<file path="config.mk">
export PLATFORM = sky130hd
export DESIGN_NAME = hazard_fwd_unit
export DESIGN_NICKNAME = d
export VERILOG_FILES = /design/src/rtl/hazard_fwd_unit.sv
export SDC_FILE = /design/constraint.sdc
export NUM_CORES = 1
export LEC_CHECK = 0
export CORE_MARGIN = 2
export CORE_UTILIZATION = 25
export CTS_CLUSTER_SIZE = 40
export DETAILED_ROUTE_END_ITERATION = 8
export PLACE_DENSITY = 0.72
export SYNTH_ARGS = -nofsm -noshare
export SYNTH_HDL_FRONTEND = slang
export SYNTH_SLANG_ARGS = --single-unit
</file>
<file path="constraint.sdc">
create_clock -name clk -period 3.2 [get_ports clk]
set_input_delay 0.32 -clock clk [delete_from_list [all_inputs] [get_ports clk]]
set_output_delay 0.32 -clock clk [all_outputs]
set_load 0.01 [all_outputs]
</file>
<file path="src/rtl/hazard_fwd_unit.sv">
// Pipeline hazard unit: EXE operand forwarding selects, load-use stall and
// redirect flush control. Define HAZARD_PERF_EN to add stall/flush counters.

`ifndef ASIZE
`define ASIZE 5
`endif

module hazard_fwd_unit (
  input  logic              clk,
  input  logic              rst,
  input  logic [`ASIZE-1:0] id_rs,
  input  logic [`ASIZE-1:0] id_rt,
  input  logic              id_uses_rt,
  input  logic [`ASIZE-1:0] ex_rs,
  input  logic [`ASIZE-1:0] ex_rt,
  input  logic [`ASIZE-1:0] idex_waddr,
  input  logic              idex_memRead,
  input  logic [`ASIZE-1:0] exmem_waddr,
  input  logic              exmem_wen,
  input  logic [`ASIZE-1:0] memwb_waddr,
  input  logic              memwb_wen,
  input  logic              ex_redirect,
  output logic              pc_write,
  output logic              ifid_write,
  output logic              ifid_flush,
  output logic              idex_bubble,
  output logic [1:0]        fwd_a,
  output logic [1:0]        fwd_b,
`ifdef HAZARD_PERF_EN
  output logic [15:0]       stall_cnt,
  output logic [15:0]       flush_cnt,
`endif
  output logic [1:0]        dbg_state
);

  // Handshake: none. Every control output is a same-cycle (Mealy) function of
  // the current inputs and state; the pipeline samples them on the next edge.

  typedef enum logic [1:0] {
    ST_RUN     = 2'd0,
    ST_LDSTALL = 2'd1,
    ST_FLUSH   = 2'd2
  } state_e;

  localparam logic [1:0] FWD_RF    = 2'b00;
  localparam logic [1:0] FWD_EXMEM = 2'b10;
  localparam logic [1:0] FWD_MEMWB = 2'b01;

  state_e state_q;
  state_e state_d;
  logic   load_use;

  // ---------------------------------------------------------------------------
  // Forwarding: purely combinational, independent of rst and FSM state.
  // The youngest producer (EX/MEM) wins over MEM/WB.
  // ---------------------------------------------------------------------------
  logic exmem_hit_a;
  logic exmem_hit_b;
  logic memwb_hit_a;
  logic memwb_hit_b;

  always_comb begin
    exmem_hit_a = exmem_wen && (exmem_waddr != '0) && (exmem_waddr == ex_rs);
    exmem_hit_b = exmem_wen && (exmem_waddr != '0) && (exmem_waddr == ex_rt);
    memwb_hit_a = memwb_wen && (memwb_waddr != '0) && (memwb_waddr == ex_rs);
    memwb_hit_b = memwb_wen && (memwb_waddr != '0) && (memwb_waddr == ex_rt);
  end

  always_comb begin
    fwd_a = FWD_RF;
    if (exmem_hit_a) begin
      fwd_a = FWD_EXMEM;
    end else if (memwb_hit_a) begin
      fwd_a = FWD_MEMWB;
    end
  end

  always_comb begin
    fwd_b = FWD_RF;
    if (exmem_hit_b) begin
      fwd_b = FWD_EXMEM;
    end else if (memwb_hit_b) begin
      fwd_b = FWD_MEMWB;
    end
  end

  // ---------------------------------------------------------------------------
  // Load-use detection: the load in EXE writes a register the ID instruction
  // reads. r0 never creates a dependency.
  // ---------------------------------------------------------------------------
  always_comb begin
    load_use = idex_memRead && (idex_waddr != '0) &&
               ((idex_waddr == id_rs) || (id_uses_rt && (idex_waddr == id_rt)));
  end

  // ---------------------------------------------------------------------------
  // Control FSM. LDSTALL and FLUSH are single-cycle shadows in which EXE
  // already holds a bubble, so nothing is re-detected there.
  // ---------------------------------------------------------------------------
  always_comb begin
    state_d     = state_q;
    pc_write    = 1'b1;
    ifid_write  = 1'b1;
    ifid_flush  = 1'b0;
    idex_bubble = 1'b0;

    if (rst) begin
      state_d = ST_RUN;
    end else begin
      case (state_q)
        ST_RUN: begin
          if (ex_redirect) begin
            ifid_flush  = 1'b1;
            idex_bubble = 1'b1;
            state_d     = ST_FLUSH;
          end else if (load_use) begin
            pc_write    = 1'b0;
            ifid_write  = 1'b0;
            idex_bubble = 1'b1;
            state_d     = ST_LDSTALL;
          end
        end
        ST_LDSTALL: begin
          state_d = ST_RUN;
        end
        ST_FLUSH: begin
          state_d = ST_RUN;
        end
        default: begin
          state_d = ST_RUN;
        end
      endcase
    end
  end

  always_ff @(posedge clk) begin
    if (rst) begin
      state_q <= ST_RUN;
    end else begin
      state_q <= state_d;
    end
  end

  assign dbg_state = state_q;

`ifdef HAZARD_PERF_EN
  // ---------------------------------------------------------------------------
  // Event counters: count entries into the stall/flush states, saturating.
  // ---------------------------------------------------------------------------
  logic [15:0] stall_cnt_q;
  logic [15:0] stall_cnt_d;
  logic [15:0] flush_cnt_q;
  logic [15:0] flush_cnt_d;
  logic        enter_stall;
  logic        enter_flush;

  always_comb begin
    enter_stall = !rst && (state_q == ST_RUN) && (state_d == ST_LDSTALL);
    enter_flush = !rst && (state_q == ST_RUN) && (state_d == ST_FLUSH);

    stall_cnt_d = stall_cnt_q;
    if (enter_stall && (stall_cnt_q != 16'hFFFF)) begin
      stall_cnt_d = stall_cnt_q + 16'd1;
    end

    flush_cnt_d = flush_cnt_q;
    if (enter_flush && (flush_cnt_q != 16'hFFFF)) begin
      flush_cnt_d = flush_cnt_q + 16'd1;
    end
  end

  always_ff @(posedge clk) begin
    if (rst) begin
      stall_cnt_q <= 16'd0;
      flush_cnt_q <= 16'd0;
    end else begin
      stall_cnt_q <= stall_cnt_d;
      flush_cnt_q <= flush_cnt_d;
    end
  end

  assign stall_cnt = stall_cnt_q;
  assign flush_cnt = flush_cnt_q;
`endif

endmodule

</file>
# Yosys cells after proc, flatten, opt, wreduce, memory -nomap -nowiden
# Index checks and enable logic that the tools add are counted.
# classes
eq_ne	6
n_mux	17
bitwise_logic	1
n_reduce_logical	17
# ops
cell	count
$eq 5x5->1	6
$reduce_bool 5->1	3
$mux 1	13
$logic_and 1x1->1	9
$mux 2	4
$reduce_or 3->1	1
$logic_not 2->1	1
$reduce_bool 2->1	1
$reduce_or 2->1	1
$logic_or 1x1->1	1
$not 1->1	1
# word_totals
ff_bits	2
input_bits	42
wordCells	43

# Longest topological paths before layout
# logic_depth
ltp_word	8
depth_mapped	5

# Worst setup path before layout
# Ideal clock, no wire load.
# synth_path
path_kind	input to output
startpoint	input port idex_waddr[3]
endpoint	output port pc_write
t_arrival_ns	1.452
slack_ns	1.428
cell_stages	5
n_path_buf	1
cell_sequence	xor2_1 > nor4_1 > a32oi_1 > or3_1 > buf_4
# synth_via
elab_chain_len	8
elab_cells_between_ends	11
classes_between	2 x eq/ne; 4 x mux; 5 x reduce/logical
# synth_lines
item	line_no	source
start: declaration	16	input logic [`ASIZE-1:0] idex_waddr,
$eq 5x5->1	93	((idex_waddr == id_rs) || (id_uses_rt && (idex_waddr == id_rt)));
$logic_and 1x1->1	93	
$logic_or 1x1->1	93	
$logic_and 1x1->1 *	92	load_use = idex_memRead && (idex_waddr != '0) &&
$mux 1 * (4 in series)	-	
end: declaration	23	output logic pc_write,
# Mark *: on every way between the ends. The rest lies on a longest branch, timed or not.

# Final worst setup path
# layout_path
startpoint	input port exmem_waddr[1]
endpoint	output port fwd_b[0]
# layout_via
elab_chain_len	4
elab_cells_between_ends	5
classes_between	1 x eq/ne; 1 x mux; 3 x reduce/logical
# layout_lines
item	line_no	source
start: declaration	18	input logic [`ASIZE-1:0] exmem_waddr,
$reduce_bool 5->1	64	exmem_hit_b = exmem_wen && (exmem_waddr != '0) && (exmem_waddr == ex_rt);
$logic_and 1x1->1	64	
$logic_and 1x1->1 *	64	
$mux 2 *	80	if (exmem_hit_b) begin
end: declaration	28	output logic [1:0] fwd_b,
# Marks and branches as above.

==> impl_results.md <==
- Status: finished clean
- Placement Rows: 16
- Internal: 0.140 mW
- Worst-path clk slew: 0.03 ns
- R2R setup slack: 2.17 ns
- Full die area: 2350 um2
- Largest net degree at the start of global routing: 5
- CTS tree: yes
- GRT overflow: 0
- Initial antenna violation count: 0
- WP buf/inv: 2
- First-pass GRT wire length: 2900 um
- Fin crit share: 85.8%
- Final nets: 154
- Worst path top cell family by delay: buffers and inverters
- Fraction of layout cells with a size suffix above 1: 6.36%
- CTS Hold Buffers Added: 0
- Critical path class: input port to primary output
- Synth Net Count: 101
- CTS resizes: 0
- Crit end category: primary output
- Combinational Power Share: 57.3%
- Core Region: 1920 um2
- Total negative setup slack: 0 ns
- Die Y-Extent: 48.5 um
- Ys Warns: 0
- Pwr Density: 191 nW/um2
- Count of final hold-check violations: 0
- Critical path capture point: fwd_b[0]
- Worst Setup SP: exmem_waddr[1]
- HPWL after DPL: 1560 um
- Fillers: 190
- Cell area after synthesis: 495 um2
- Layout area overhead: 110%
- Switching Fraction: 29.6%
- Critical Path RT: 2.88 ns
- Critical-path top delay cell: clkdlybuf4s50_1
- Crit path depth: 6
- Clock Sink Count: 2
- Startpoint Class: input port
- Clk root buf: clkbuf_4
- Remaining DRCs: 0
- Routed vias/inst: 4.71
- Port Buf Inserts: 51
- Num CTS Buffers: 3
- Critical Path AT: 2.43 ns
- Worst vdd ir: 0.0951 mV
- Fmax: 364 MHz
- Setup repair after global routing missed its margin: no
- Post-CTS Setup Repair Bufs: 0
- Worst-Margin Slew: 0.440 ns
- Max_cap viols: 0
- GPL Wtd Cong: 0.779
- Io pins: 52
- Cell count after placement: 134
- Count of cell types in the netlist: 18
- Initial core utilization: 25.8%
- Routed length per placed instance: 12.3 um
- Ant. Diodes: 0
- Cell count after synthesis: 59
- Clk_skew: 0.00326 ns
- RR Endpoint: dbg_state[0]
- Rel. slew slack: 70.4%
- Final setup fails: 0
- Worst-path cell chain: clkdlybuf4s50_1 > or4_4 > o21ai_2 > nor4_1 > nor4_2 > clkdlybuf4s50_1
- H-tree Lvls: 1
- Switch Pwr: 0.0588 mW
- CP max stage delay: 0.57 ns
- Max reg flops: 2
- Worst r2r src: dbg_state[0]
- Syn_area_per_cell: 8.40 um2
- GRT Overall Usage: 15.8%
- Most frequent CP cell: clkdlybuf4s50_1
- Post-synthesis sequential area ratio: 8.08%
- Clk_lat worst skew: 0.23 ns
- Bufs on Longest Clock Path: 2
- Sequential share of power: 13.2%
- Routed via count: 645
- Non-Filler Instances: 137
- WL final: 1680 um
- Iter 0 DRT Violations: 1
- Hold Path Class: flip-flop to flip-flop
- Die X: 48.5 um
- Crit path time final: 2.75 ns
- Vias in the first global route: 703
- Drt pass-1 iters: 4
- Clock power frac: 29.5%
- Pins Over Slew Limit: 0
- Final antenna-violating net count: 0
- R2R depth: 3
- Highest fanout seen on the critical path: 3
- Register bit total from synthesis: 2
- Lkg Pwr: 0.368 nW
==> synthesized netlist by cell type <==
library cell,instances,area [um2]
nor4_2,2,25.0
xor2_1,23,201
a32oi_1,1,8.76
nor2_1,1,3.75
nand3_1,2,10.0
or4_1,4,30.0
and2_1,2,12.5
o21ai_1,1,5.00
nor4_1,3,18.8
dfxtp_1,2,40.0
o211ai_1,1,7.51
o21ai_2,1,8.76
o21bai_1,1,7.51
or3_1,1,6.26
or4_4,1,11.3
buf_4,3,22.5
nor3_1,3,15.0
xnor2_1,7,61.3
==> routing by layer <==
metal	global-route usage [%]	up-vias	share of wire (%)
met4	9.05	0	2.0
met3	6.48	4	13
met5	0	-	0
li1	-	311	-
met1	13.9	286	33
met2	29.9	44	52
==> cell type report <==
| class | instances | area, um2 | area share (%) |
|---|---|---|---|
| timing repair buffer | 51 | 510 | 49.1 |
| multi-input combinational | 54 | 433 | 41.6 |
| sequential | 2 | 40.0 | 3.85 |
| tap | 27 | 33.8 | 3.25 |
| clock buffer | 3 | 22.5 | 2.17 |
==> worst reg2reg max path, cell delays in order (launching register included) <==
cell	delay, ns
dfxtp_1	0.30
nor3_1	0.31
o211ai_1	0.19
nor3_1	0.16
==> layout by cell type (no fill, tap or decap), drive strengths merged <==
cell	instances
o211ai	1
nand3	2
nor3	3
nor4	5
xnor2	7
clkdlybuf4s50	51
and2	2
nor2	1
dfxtp	2
a32oi	1
or3	1
o21ai	2
or4	5
clkbuf	3
xor2	23
o21bai	1
==> power by group through the flow <==
stage / clock network, mW / registers, mW / logic [mW]
3_5_place_dp: 0 / 0.0266 / 0.115
6_report: 0.0586 / 0.0263 / 0.114
3_3_place_gp: 0 / 0.0266 / 0.113
2_1_floorplan: 0 / 0.0271 / 0.0385
4_1_cts: 0.0596 / 0.0263 / 0.115
5_1_grt: 0.0659 / 0.0263 / 0.124
==> cells by family after synthesis <==
kind of cell,share of synthesized area [%]
xor+xnor,53.0
simple gates,26.8
compound gates,7.58
buf+inv,4.55
flops,8.08
==> worst min path at each step <==
stage / slack, ns / cells past startpoint / end / from
5_1_grt: 0.62 / 2 / dbg_state[1] / dbg_state[1]
3_3_place_gp: 0.58 / 2 / dbg_state[1] / dbg_state[1]
3_5_place_dp: 0.58 / 2 / dbg_state[1] / dbg_state[1]
4_1_cts: 0.59 / 2 / dbg_state[1] / dbg_state[1]
6_report: 0.58 / 2 / dbg_state[1] / dbg_state[1]
2_1_floorplan: 0.40 / 1 / dbg_state[0] / ex_redirect
==> per-stage QoR <==
step / setup WS, ns / cell area [um2] / util, % / hold slack [ns] / power (mW)
after CTS: 0.442 / 1040 / 54.1 / 0.586 / 0.201
final: 0.455 / 1040 / 54.1 / 0.581 / 0.199
after global routing: 0.335 / 1040 / 54.1 / 0.618 / 0.217
after floorplan: 1.43 / 495 / - / 0.399 / 0.0655
after global placement: 0.503 / 1020 / 52.9 / 0.576 / 0.140
after detailed placement: 0.443 / 1020 / 52.9 / 0.579 / 0.142
(Power assumes the default switching activity.)
